$ cat src/rtl/fft_frame_streamer.sv
// Captures one parallel FFT result frame and replays its bins one per beat,
// in natural order, over a valid/ready stream tagged with bin index and last flag.
module fft_frame_streamer #(
    parameter int POINT_FFT_POW2 = 4,
    parameter int FRAC_BITS      = 15,
    localparam int POINT_FFT     = 1 << POINT_FFT_POW2
) (
    input  logic                                         clk_i,
    input  logic                                         rst_ni,
    input  logic signed [POINT_FFT-1:0][1:0][FRAC_BITS:0] frame_i,
    input  logic                                         frame_valid_i,
    output logic                                         frame_ready_o,
    output logic signed [FRAC_BITS:0]                    sample_re_o,
    output logic signed [FRAC_BITS:0]                    sample_im_o,
    output logic        [POINT_FFT_POW2-1:0]             sample_idx_o,
    output logic                                         sample_last_o,
    output logic                                         sample_valid_o,
    input  logic                                         sample_ready_i,
    output logic                                         busy_o
);

    typedef enum logic [0:0] {
        IDLE   = 1'b0,
        STREAM = 1'b1
    } state_t;

    localparam logic [POINT_FFT_POW2-1:0] LAST_IDX = POINT_FFT_POW2'(POINT_FFT - 1);

    state_t                                state;
    logic [POINT_FFT_POW2-1:0]             idx;
    logic [POINT_FFT-1:0][1:0][FRAC_BITS:0] buffer;
    logic                                  valid_q;

    logic fire;
    logic last_beat;
    logic capture;

    assign fire      = valid_q && sample_ready_i;
    assign last_beat = valid_q && (idx == LAST_IDX);

    // Ready also opens on the accepted last beat so the next frame follows with no bubble.
    assign frame_ready_o = (state == IDLE) || (fire && last_beat);
    assign capture       = frame_valid_i && frame_ready_o;

    assign sample_valid_o = valid_q;
    assign busy_o         = valid_q;
    assign sample_last_o  = last_beat;
    assign sample_idx_o   = idx;
    assign sample_re_o    = buffer[idx][0];
    assign sample_im_o    = buffer[idx][1];

    always_ff @(posedge clk_i) begin
        if (!rst_ni) begin
            state   <= IDLE;
            idx     <= '0;
            valid_q <= 1'b0;
            buffer  <= '0;
        end else begin
            case (state)
                IDLE: begin
                    if (capture) begin
                        buffer  <= frame_i;
                        idx     <= '0;
                        valid_q <= 1'b1;
                        state   <= STREAM;
                    end
                end
                STREAM: begin
                    if (fire) begin
                        if (last_beat) begin
                            idx <= '0;
                            if (capture) begin
                                buffer <= frame_i;
                            end else begin
                                valid_q <= 1'b0;
                                state   <= IDLE;
                            end
                        end else begin
                            idx <= idx + 1'b1;
                        end
                    end
                end
                default: begin
                    state   <= IDLE;
                    valid_q <= 1'b0;
                    idx     <= '0;
                end
            endcase
        end
    end

endmodule

$ cat config.mk
export PLATFORM = sky130hd
export DESIGN_NAME = fft_frame_streamer
export DESIGN_NICKNAME = d
export VERILOG_FILES = /design/src/rtl/fft_frame_streamer.sv
export SDC_FILE = /design/constraint.sdc
export NUM_CORES = 1
export LEC_CHECK = 0
export CORE_MARGIN = 8
export CORE_UTILIZATION = 52
export CTS_CLUSTER_DIAMETER = 120
export CTS_CLUSTER_SIZE = 16
export DETAILED_ROUTE_END_ITERATION = 12
export DONT_BUFFER_PORTS = 1
export PLACE_DENSITY = 0.67
export SLEW_MARGIN = 10
export SYNTH_ARGS = -nofsm -noshare
export SYNTH_HDL_FRONTEND = slang
export SYNTH_SLANG_ARGS = --single-unit
export TNS_END_PERCENT = 50
$ cat constraint.sdc
create_clock -name clk_i -period 2.4 [get_ports clk_i]
set_input_delay 0.48 -clock clk_i [delete_from_list [all_inputs] [get_ports clk_i]]
set_output_delay 0.48 -clock clk_i [all_outputs]
set_load 0.02 [all_outputs]
==> flow_summary.yaml <==
outcome:
  status: "complete, but fails checks"
  failing_checks: "max-slew violations, negative setup slack"
routing:
  total_length_of_routed_wires_um: 82400
  wire_per_inst_um: 26.5
  drtAntennaViolNets: 0
  drt_pass1_iterations: 7
  dr_vias_cell: 5.78
  drcViolationCount: 0
  drt_iter0_markers: 1687
  detailroute.via_count: 18000
timing:
  whs_ns: 0.0450
  setup_slack_ns: -0.570
  setup_violations: 33
  finClkSkew_ns: 0.0228
  timing.final.hold_violations: 0
  timing_worst_slew_pin_value_ns: 2.37
  final-max-slew-violation-count: 428
  finalWorstPathRequiredPeriod_ns: 2.97
  rsz_0062_raised_after_global_routing: "true"
  final.period_utilization_pct: 124
  maxClockFrequency_mhz: 337
  timing.max_slew.rel_slack_pct: -57.9
die:
  die_area_um2: 54800
  fp.dieW_um: 234
  die_h_um: 234
  placement_rows: 80
  initial_core_utilization_pct: 52.2
  io-pin-count: 556
  core_um2: 47300
cells_and_area:
  fin_area_um2: 27000
  design.final.nets: 2998
  post_route_cells_drive_above_1_share_pct: 15.7
  number_of_filler_cells_placed_in_the_layout: 4045
  area_occupied_by_multi_input_gates_um2: 13000
  layout_area_growth_over_synthesis_pct: 9.01
  seq_area_um2: 10400
synth:
  yosys.area.top_type: "sky130_fd_sc_hd__dfxtp_1"
  synth_top_area_share_pct: 41.9
  syn_nets: 3040
  top_area_cells_in_the_synthesized_netlist: "sky130_fd_sc_hd__dfxtp_1 42%, sky130_fd_sc_hd__mux2i_1 21%, sky130_fd_sc_hd__nand2_1 16%, sky130_fd_sc_hd__mux4_2 12%, sky130_fd_sc_hd__buf_12 4.2%"
  yosys_register_bits: 518
  netlist_area_um2: 24700
  syn_inst: 2523
  synth-seq-area-share_pct: 41.9
  netlist-cell-type-count: 28
  post_synth.cell_area_avg_um2: 9.80
  ys.warnings.count: 0
global_routing:
  initial_antenna_violation_count: 23
  grt_pass1_vias: 18100
  grt_pass1_wl_um: 117000
  grt_overflow_total: 0
  grt_use_total_pct: 28.9
  grt_start_max_net_pins: 1030
setup_path:
  critical_path.endpoint_type: "primary output"
  cp.required_ns: 1.92
  critical_path_buf_inv_count: 5
  rrSetupSlack_ns: 0.08
  critPathSlowestCell: "sky130_fd_sc_hd__mux4_2"
  crit_path_max_fanout: 8
  max_stage_delay_ns: 0.54
  setup.worst_path.start_class: "flip-flop"
  path_common_cell: "sky130_fd_sc_hd__buf_6"
  timing_worst_setup_path_type: "reg -> out"
  critPathTopFamily: "buffers and inverters"
  timing.critical_path.cells: "buf_6 -> buf_16 -> buf_4 -> mux4_2 -> a22oi_2 -> buf_6 -> nand2_4 -> buf_6"
  worst_ep_arrival_time_ns: 2.49
clocking:
  cts_tree: "done"
  worstSkewPairLatency_ns: 0.57
  worst_setup_hold_path_clk_slew_ns: 0.08
  numCtsBuffers: 38
  cts_htree_levels: 2
  cts.sinks: 518
  deepest_clock_path_buffer_count: 3
  clock-root-buffer: "sky130_fd_sc_hd__clkbuf_16"
power:
  power_density_nw_per_um2: 672
  p_leak_nw: 10.7
  worst_ir_drop_vdd_mv: 0.583
placement:
  place.port_buffers: 0
  gp_congestion: 0.911
  place_hpwl_um: 62100
  placedInstanceArea_um2: 25000
worst_hold_path:
  timing.hold.worst.class: "in -> reg"
job:
  drv.max_cap_violation_count: 0
## placed cells by master (no fill, tap or decap), drive strengths merged
cell type / instances
a21bo: 1
buf: 132
nand2: 1057
nand3: 5
xnor2: 2
and2: 2
inv: 3
a21oi: 1
xor2: 1
dfxtp: 518
a21boi: 3
ha: 1
clkbuf: 43
mux4: 128
and3: 1
nand2b: 1
mux2i: 512
a22oi: 64
nor2b: 3
nand4: 1
and4: 1
o221a: 1
nor2: 4
diode: 13
## Yosys cell counts (all sizes together)
| cell type | number |
|---|---|
| xor2 | 1 |
| ha | 1 |
| a21boi | 3 |
| nor2 | 3 |
| mux4 | 128 |
| inv | 2 |
| dfxtp | 518 |
| and2 | 2 |
| nand4 | 1 |
| o221a | 1 |
| a22oi | 64 |
| and3 | 1 |
| mux2i | 512 |
| nand2b | 1 |
| buf | 81 |
| nand2 | 1057 |
| nor2b | 2 |
| and4 | 1 |
| xnor2 | 2 |
| clkbuf | 135 |
| a21bo | 1 |
| nand3 | 5 |
| a21oi | 1 |
## final timing paths
path                            cells after the start              to            start
worst max register to register                      9     buffer[144]  sample_idx_o[0]
worst min-delay path                                2           state    frame_valid_i
worst min register to register                      2     buffer[483]      buffer[483]
worst max-delay path                                8  sample_im_o[2]  sample_idx_o[0]
## report_power, final
part | internal (mW) | switching [mW]
sequential | 9.14 | 0.348
clock | 3.04 | 3.11
combinational | 1.23 | 1.24
total | 13.4 | 4.70
## cells by family after synthesis
family / count (synthesis) / share of synthesized area [%]
AO/OA/AOI/OAI: 70 / 2.16
multiplexers: 640 / 32.4
adder cells (fa/ha/maj): 1 / 0.0506
flip-flops: 518 / 41.9
XOR/XNOR: 3 / 0.106
buffers and inverters: 218 / 6.97
AND/OR/NAND/NOR: 1073 / 16.4
## final cells by class
| class | instances | share of cell area, % |
|---|---|---|
| Tap cell | 615 | 2.85 |
| Sequential cell | 518 | 38.5 |
| Antenna cell | 13 | 0.121 |
| Clock inverter | 1 | 0.0418 |
| Clock buffer | 43 | 3.83 |
| Multi-Input combinational cell | 1789 | 48.4 |
| Timing Repair Buffer | 132 | 6.26 |
| Inverter | 2 | 0.0278 |
## state kept, by name, summed over array words and instances, names as in the netlist
register,cells
buffer,512
busy_o,1
sample_idx_o,4
state,1
## layer usage
layer / global-route usage [%] / up-vias / routed length (um)
met5: 0 / - / 159
met4: 10.3 / 24 / 2770
met3: 7.55 / 155 / 7070
met2: 47.9 / 696 / 39300
met1: 36.2 / 8694 / 33100
li1: - / 8433 / -
## stage by stage
step | cells | util, % | TNS (ns) | power, mW | setup WS [ns]
finish | 3113 | 57.0 | -16.73 | 18.1 | -0.570
detailed placement | 3033 | 52.8 | -0.240 | 11.9 | -0.0668
global route | 3108 | 56.9 | -19.08 | 18.7 | -0.636
CTS | 3099 | 56.6 | -17.11 | 18.2 | -0.580
global placement | 3033 | 52.8 | -0.0826 | 11.9 | -0.0651
floorplan | 2523 | - | 0 | 11.5 | 0.000575
## repair_timing
item,CTS,global route
endpoints found under the hold margin,0,0
pin swaps,21,15
hold buffers,0,0
buffers inserted,16,1
resized for setup,116,28
cloned,6,0
endpoints found under the setup margin,33,45
Note: power is estimated with default switching activity, not from simulation.
